--- src/rtl/spi_reg_master.sv ---
// rtl/spi_reg_master.sv - SPI mode-0 initiator shifting a left-aligned word out MSB-first
//
// Purpose:
//   Drives csb/sclk/mosi of a register/vector SPI receiver. A frame is
//   SETUP, then len x (HIGH, LOW), then GAP; every phase lasts CLK_DIV
//   clocks. The receiver samples mosi on each rising sclk; mosi only moves
//   on the clock that drops sclk, so it is stable around every rising edge.
//   All outputs come straight from flops.
//
// Optional feature macro: SPI_REG_MASTER_READBACK_EN
//   Adds i_miso / o_rdata; i_miso is captured with every rising sclk and the
//   received bits are presented right-aligned together with o_done.
//
// Ports:
//   i_clk      system clock
//   i_reset_n  synchronous active-low reset
//   i_start    frame request, only looked at while idle
//   i_data     left-aligned payload, bit MAX_BITS-1 goes first
//   i_len      bits to send, 1..MAX_BITS (other values are ignored)
//   i_miso     serial data in (readback build only)
//   o_rdata    received bits, right-aligned (readback build only)
//   o_busy     frame in progress
//   o_done     one-cycle pulse at frame end
//   o_csb      chip select, active low
//   o_sclk     serial clock, idles low
//   o_mosi     serial data out
module spi_reg_master #(
   parameter int MAX_BITS = 80,
   parameter int CNT_W    = 7,
   parameter int CLK_DIV  = 2
) (
   input  logic                i_clk,
   input  logic                i_reset_n,
   input  logic                i_start,
   input  logic [MAX_BITS-1:0] i_data,
   input  logic [CNT_W-1:0]    i_len,
`ifdef SPI_REG_MASTER_READBACK_EN
   input  logic                i_miso,
   output logic [MAX_BITS-1:0] o_rdata,
`endif
   output logic                o_busy,
   output logic                o_done,
   output logic                o_csb,
   output logic                o_sclk,
   output logic                o_mosi
);

   localparam int DIV_W = (CLK_DIV > 1) ? $clog2(CLK_DIV) : 1;

   typedef enum logic [2:0] {
      ST_IDLE,
      ST_SETUP,
      ST_HIGH,
      ST_LOW,
      ST_GAP
   } state_t;

   state_t              state;
   state_t              state_nx;
   logic [DIV_W-1:0]    div_cnt;
   logic [DIV_W-1:0]    div_nx;
   logic [CNT_W-1:0]    bit_cnt;
   logic [CNT_W-1:0]    bit_nx;
   logic [MAX_BITS-1:0] shreg;
   logic [MAX_BITS-1:0] shreg_nx;
   logic                csb_nx;
   logic                sclk_nx;
   logic                mosi_nx;
   logic                busy_nx;
   logic                done_nx;
   logic                div_last;
   logic                len_ok;
   logic                accept;
   logic                rise;

   assign div_last = (div_cnt == DIV_W'(CLK_DIV - 1));
   assign len_ok   = (i_len != '0) && (i_len <= CNT_W'(MAX_BITS));
   assign accept   = (state == ST_IDLE) && i_start && len_ok;

   // Next-state and next-output logic. Outputs are computed one step ahead
   // so that the flops below present them aligned with the state.
   always_comb begin
      state_nx = state;
      div_nx   = div_cnt;
      bit_nx   = bit_cnt;
      shreg_nx = shreg;
      csb_nx   = o_csb;
      sclk_nx  = o_sclk;
      mosi_nx  = o_mosi;
      busy_nx  = o_busy;
      done_nx  = 1'b0;
      rise     = 1'b0;

      if (state != ST_IDLE) begin
         div_nx = div_last ? '0 : div_cnt + DIV_W'(1);
      end

      case (state)
         ST_IDLE: begin
            if (accept) begin
               state_nx = ST_SETUP;
               div_nx   = '0;
               bit_nx   = i_len;
               shreg_nx = i_data;
               csb_nx   = 1'b0;
               sclk_nx  = 1'b0;
               mosi_nx  = i_data[MAX_BITS-1];
               busy_nx  = 1'b1;
            end
         end
         ST_SETUP: begin
            if (div_last) begin
               state_nx = ST_HIGH;
               sclk_nx  = 1'b1;
               rise     = 1'b1;
            end
         end
         ST_HIGH: begin
            // Falling sclk: advance to the next bit, except after the last
            // one where mosi is held through the trailing LOW.
            if (div_last) begin
               state_nx = ST_LOW;
               sclk_nx  = 1'b0;
               bit_nx   = bit_cnt - CNT_W'(1);
               if (bit_cnt != CNT_W'(1)) begin
                  shreg_nx = shreg << 1;
                  mosi_nx  = shreg[MAX_BITS-2];
               end
            end
         end
         ST_LOW: begin
            if (div_last) begin
               if (bit_cnt == '0) begin
                  state_nx = ST_GAP;
                  csb_nx   = 1'b1;
                  mosi_nx  = 1'b0;
               end else begin
                  state_nx = ST_HIGH;
                  sclk_nx  = 1'b1;
                  rise     = 1'b1;
               end
            end
         end
         ST_GAP: begin
            if (div_last) begin
               state_nx = ST_IDLE;
               busy_nx  = 1'b0;
               done_nx  = 1'b1;
            end
         end
         default: begin
            state_nx = ST_IDLE;
            csb_nx   = 1'b1;
            sclk_nx  = 1'b0;
            mosi_nx  = 1'b0;
            busy_nx  = 1'b0;
         end
      endcase
   end

   always_ff @(posedge i_clk) begin
      if (!i_reset_n) begin
         state   <= ST_IDLE;
         div_cnt <= '0;
         bit_cnt <= '0;
         shreg   <= '0;
         o_csb   <= 1'b1;
         o_sclk  <= 1'b0;
         o_mosi  <= 1'b0;
         o_busy  <= 1'b0;
         o_done  <= 1'b0;
      end else begin
         state   <= state_nx;
         div_cnt <= div_nx;
         bit_cnt <= bit_nx;
         shreg   <= shreg_nx;
         o_csb   <= csb_nx;
         o_sclk  <= sclk_nx;
         o_mosi  <= mosi_nx;
         o_busy  <= busy_nx;
         o_done  <= done_nx;
      end
   end

`ifdef SPI_REG_MASTER_READBACK_EN
   // Cleared on accept so that after len rising edges the upper bits are 0.
   logic [MAX_BITS-1:0] rx_sh;

   always_ff @(posedge i_clk) begin
      if (!i_reset_n) begin
         rx_sh   <= '0;
         o_rdata <= '0;
      end else begin
         if (accept) begin
            rx_sh <= '0;
         end else if (rise) begin
            rx_sh <= {rx_sh[MAX_BITS-2:0], i_miso};
         end
         if (done_nx) begin
            o_rdata <= rx_sh;
         end
      end
   end
`endif

endmodule
--- config.mk ---
export PLATFORM = sky130hd
export DESIGN_NAME = spi_reg_master
export DESIGN_NICKNAME = d
export VERILOG_FILES = /design/src/rtl/spi_reg_master.sv
export SDC_FILE = /design/constraint.sdc
export NUM_CORES = 1
export LEC_CHECK = 0
export BUFFER_PORTS_ARGS = -buffer_cell sky130_fd_sc_hd__buf_2
export CAP_MARGIN = 20
export CORE_ASPECT_RATIO = 0.8
export CORE_MARGIN = 2
export CORE_UTILIZATION = 59
export CTS_CLUSTER_SIZE = 28
export DETAILED_ROUTE_END_ITERATION = 8
export PLACE_DENSITY_LB_ADDON = 0.15
export SLEW_MARGIN = 10
export SYNTH_ARGS = -nofsm -noshare
export SYNTH_HDL_FRONTEND = slang
export SYNTH_SLANG_ARGS = --single-unit
--- constraint.sdc ---
create_clock -name i_clk -period 3.08 [get_ports i_clk]
set_input_delay 0 -clock i_clk [delete_from_list [all_inputs] [get_ports i_clk]]
set_output_delay 0 -clock i_clk [all_outputs]
set_load 0.03 [all_outputs]
* Word level (Yosys, flattened, before mapping)
Cells that the tools add are included.
** Operators by class
- Bitwise logic cells :: 4
- Mux-type cells :: 36
- Add/sub/neg operators :: 2
- Reductions and logical operators :: 19
- Eq/ne operators :: 13
- Order comparisons :: 1
** Operators by type and width (number)
- $mux W79 :: 3
- $pmux W79 S2 :: 1
- $mux W1 :: 18
- $mux W3 :: 6
- $ne A2 B2 Y1 const B :: 8
- $pmux W3 S5 :: 1
- $mux W7 :: 2
- $pmux W7 S2 :: 1
- $reduce_and A6 Y1 :: 2
- $reduce_and A4 Y1 :: 2
- $le A7 B7 Y1 const B :: 1
- $logic_not A7 Y1 :: 1
- $ne A7 B1 Y1 const B :: 1
- $reduce_bool A7 Y1 :: 1
- $sub A7 B1 Y7 const B :: 1
- $eq A3 B2 Y1 const B :: 2
- $pmux W1 S3 :: 2
- $reduce_and A3 Y1 :: 2
- $reduce_or A3 Y1 :: 2
- $pmux W1 S5 :: 1
- $reduce_and A5 Y1 :: 1
- $not A1 Y1 :: 4
- $pmux W1 S4 :: 1
- $eq A3 B1 Y1 const B :: 1
- other kinds (8) :: 10
** Storage, ports and cells
- Bits in registers :: 95
- Logic and storage cells :: 84

* Depth between registers and ports, before layout
- Depth in word-level cells :: 5
- Gate-level depth with buffers :: 9
- Gate-level depth less buffers :: 7

* Worst setup path after synthesis
OpenSTA, ideal clock, no wires.
- Path kind :: input port to flip-flop
- Start :: input i_len[3]
- End :: register bit_cnt[3]
- Required time :: 2.963 ns
- Slack :: 1.138 ns
- Arrival :: 1.825 ns
- Path buffers :: 2
- Stages on the path :: 7
- Cells stage by stage :: or4_4 mux2i_1 a2111oi_0 buf_2 buf_2 o21ai_0 a32o_1
** Between the ends
- Word-level cells in the longest chain between the ends :: 5
** RTL lines
- start, declared :: line 36 : input logic [CNT_W-1:0] i_len,
- $le A7 B7 Y1 or $reduce_bool A7 Y1 (tied branches) :: line 77 : assign len_ok = (i_len != '0) && (i_len <= CNT_W'(MAX_BITS));
- $logic_and A1 B1 Y1 :: line 77
- $logic_and A1 B1 Y1 :: line 78 : assign accept = (state == ST_IDLE) && i_start && len_ok;
- $ne A2 B2 Y1 (no source line)
- $reduce_and A3 Y1 (no source line)
- end signal, assigned :: line 175 : bit_cnt <= bit_nx;
- end, declared :: line 62 : logic [CNT_W-1:0] bit_cnt;
Several ways; a longest one is shown, not always the timed one. The select of a mux whose other input is x is not followed.
A chain may end at the register's enable or synchronous reset.

* Worst setup path in the final report
- Start :: register state[1]
- End :: register shreg[0]
** Between the ends
- Word-level cells in the longest chain between the ends :: 5
** RTL lines
- start, declared :: line 58 : state_t state;
- start signal, assigned :: line 173 : state <= state_nx;
- $logic_not A3 Y1 :: line 78, 98
- $logic_and A1 B1 Y1 (2 in series) :: line 78
- $ne A2 B2 Y1 (no source line)
- $reduce_and A4 Y1 (no source line)
- end signal, assigned :: line 176 : shreg <= shreg_nx;
- end, declared :: line 64 : logic [MAX_BITS-1:0] shreg;
Several ways; a longest one is shown, not always the timed one.

==> summary.txt <==
Status
  – Status: finished clean

Clock tree
  – TritonCTS buffer count: 9
  – Clock root buffer: clkbuf_8
  – Clock-pin slew on the worst setup and hold paths: 90 ps
  – CTS Sinks: 95
  – CTS max path bufs: 2
  – CTS H-tree depth: 3
  – Clk_lat worst skew: ~360 ps
  – CTS tree: done
  – Post-cts resize count: 0

Timing
  – Max Slew Vio Count: 0
  – Final setup fails: 0
  – Final hold vios: 0
  – Pin slew with the least headroom to its limit: approximately 1100 ps
  – Hold slack: between 10 and 15 ps
  – RSZ-0062 raised after global routing: false
  – Crit share post-route: ~80%
  – Setup Skew: around 7.9 ps
  – Min cycle time layout: 2436 ps
  – Total negative slack: 0 ps
  – Max Clk Rate: 0.4104 GHz
  – Relative slew slack: 28.57%

Layout
  – Synthesis-to-layout area growth: 24.53%
  – Core Util, Final: about 75%
  – Commonest cells after routing, fill and taps aside: 180 x nand2_1, 95 x dfxtp_1, 94 x buf_2, 80 x nand4_1, 80 x o211a_1
  – Final instance area: a little under 6000 µm²
  – Most common cell after layout, fill and taps aside: nand2_1
  – Nets: between 700 and 800
  – Layout cells sized above 1: roughly 19%
  – Fillcell total: ~650
  – Antenna diode count: 0

Floorplan
  – Row count: 29
  – Core area: between 7000 and 8000 µm²
  – Die Width: ~100 µm
  – Die Y: 84.03 µm
  – Ports: between 90 and 100
  – Starting Density: 60.27%
  – Die ar.: 8742 µm²

Drt
  – First-pass iteration count of the detailed router: 5
  – DR WL/cell: 14.68 µm
  – Drc violations: 0
  – Final WL: around 12000 µm
  – Post-DR vias/cell: 5.898
  – Vias: roughly 4700
  – Initial DRC count: ~370
  – Routed Antenna Nets: 0

Worst hold path
  – Hold Crit Class: in -> reg

Pwr
  – Pwr/cell area: around 460 nW/µm²
  – Part of the power in registers: roughly 53%
  – Fraction of power spent switching nets: between 20% and 30%
  – NetSw: roughly 0.80 mW
  – Clock network fraction of design power: a little over a quarter
  – Comb pwr share: about a fifth
  – Internal power: between 1.5 and 2 mW
  – VDD IR max: 0.0003375 V
  – Pleak: around 3.2 nW

Logic synthesis
  – Multiplexer share of the synthesized area: between 1 and 1.5%
  – Synth area leaders: dfxtp_1 40%, o211a_1 17%, nand2_1 14%
  – Asr flop ratio synth: 0%
  – Simple-gate area share of the yosys netlist: approximately 29%
  – Post-Syn Area: between 4000 and 5000 µm²
  – Sequential share of the synthesized area: 40.26%
  – Dominant synthesized flop cell: dfxtp_1
  – Compound-Gate Fraction of Synth Area: approximately 22%
  – FF+latch count, synth: 95
  – Syn nets: about 680
  – Post-Syn Area per Cell: between 8 and 9 µm²
  – Post-synth EDFFs: 0
  – Top cell type's share of synthesized area: 40.26%
  – Xor/xnor share of the synthesized area: 0.1854%
  – Post-Synthesis Cells: 584
  – Syn. warnings: 0
  – Synth unique cells: between 40 and 50
  – Main combinational cell family by area after synthesis: simple AND/OR/NAND/NOR gates
  – Adder-cell share of the synthesized area: less than 1%
  – Yosys top cell by area: dfxtp_1

GRT
  – Initial antenna violation count: 0
  – GR Overflow Total: 0
  – Total GRT Usage: a little over a quarter
  – First-pass GRT wire length: between 15000 and 20000 µm
  – Vias in the first global route: roughly 4400
  – Largest net degree at the start of global routing: between 90 and 100

Setup path
  – CP Max Fanout: 26
  – CP Capture Type: register
  – Arrival @ worst endpoint: ~2700 ps
  – CP Launch Type: register
  – Setup CP Type: reg -> reg
  – Req. time, crit path: 3370 ps

Placement
  – GP Congestion: 0.8201
  – Dpl hpwl: slightly below 7000 µm
  – Post-DP Area: 5177 µm²
  – PortBufs: between 90 and 100

Flow run
  – Number of max-cap violations: 0
[worst max-delay path, stage by stage (launching register included)]
cell       delay, ps
dfxtp_1          530
and2_1           230
a31oi_1           70
a2111oi_2        490
and2_2           600
buf_12           250
mux2i_1          190
[cell type report]
cell class	count	area (µm²)	share of cell area [%]
Multi-Input combinational cell	421	2546	43.29
Sequential cell	95	1902	32.33
Clock inverter	7	50.05	0.8509
Tap cell	108	135.1	2.297
Clock buffer	9	123.9	2.106
Timing Repair Buffer	155	1099	18.68
Inverter	7	26.28	0.4467
[power by group through the flow]
| stage | registers [mW] | clock network, mW | logic (mW) |
|---|---|---|---|
| 2_1_floorplan | 1.44 | 0 | 0.352 |
| 3_3_place_gp | 1.45 | 0 | 0.475 |
| 3_5_place_dp | 1.46 | 0 | 0.492 |
| 4_1_cts | 1.43 | 0.753 | 0.545 |
| 5_1_grt | 1.44 | 0.795 | 0.607 |
| 6_report | 1.43 | 0.736 | 0.548 |
[layer usage]
layer / wire, µm / vias to the layer above / GRT usage [%] / share of wire, %
li1: - / 2322 / - / -
met1: 5342 / 2251 / 32.50 / 45
met2: 5715 / 140 / 47.07 / 49
met3: 563 / 17 / 6.167 / 4.8
met4: 151 / 0 / 7.740 / 1.3
met5: 0 / - / 0 / 0
[Yosys cell counts, types with 3 or more instances]
| master | number |
|---|---|
| a21oi_1 | 6 |
| and3b_1 | 3 |
| buf_2 | 20 |
| clkbuf_1 | 39 |
| dfxtp_1 | 95 |
| inv_1 | 7 |
| mux2i_1 | 4 |
| nand2_1 | 180 |
| nand3_1 | 10 |
| nand4_1 | 80 |
| nor2_1 | 3 |
| o211a_1 | 80 |
| o21a_1 | 3 |
| o21ai_0 | 13 |
[timing repair]
action | in CTS | in global routing
hold buffers | 53 | 0
endpoints found under the hold margin | 53 | 0
setup buffers | 0 | 0
[kinds of logic after synthesis]
group | after synthesis
muxes | 5
adders and majority gates | 2
DFF | 95
and+or+nand+nor | 294
AOI/OAI and AO/OA | 119
xor gates and xnor gates | 1
buffers and inverters | 68
[path summary, 6_finish.rpt]
kind	start	to	slack, ps	cells after the start
worst min-delay path	i_data[28]	shreg[28]	10	4
worst max register to register	state[1]	shreg[0]	640	6
worst min register to register	o_csb	o_csb	470	1
worst max-delay path	state[1]	shreg[0]	640	6
[state kept, by name, indices dropped and copies added, names as in the netlist]
| signal | count |
|---|---|
| o_busy | 1 |
| o_sclk | 1 |
| o_mosi | 1 |
| state | 3 |
| shreg | 79 |
| o_done | 1 |
| o_csb | 1 |
| div_cnt | 1 |
| bit_cnt | 7 |
[metrics by stage]
stage	total power [mW]	worst slack, ps	instances
floorplan	1.795	1138	584
detailed placement	1.947	617.6	733
CTS	2.724	634.7	802
global placement	1.924	692.5	733
global route	2.845	437.8	802
finish	2.715	643.6	802
No activity file was read; power rests on OpenSTA's default activity.
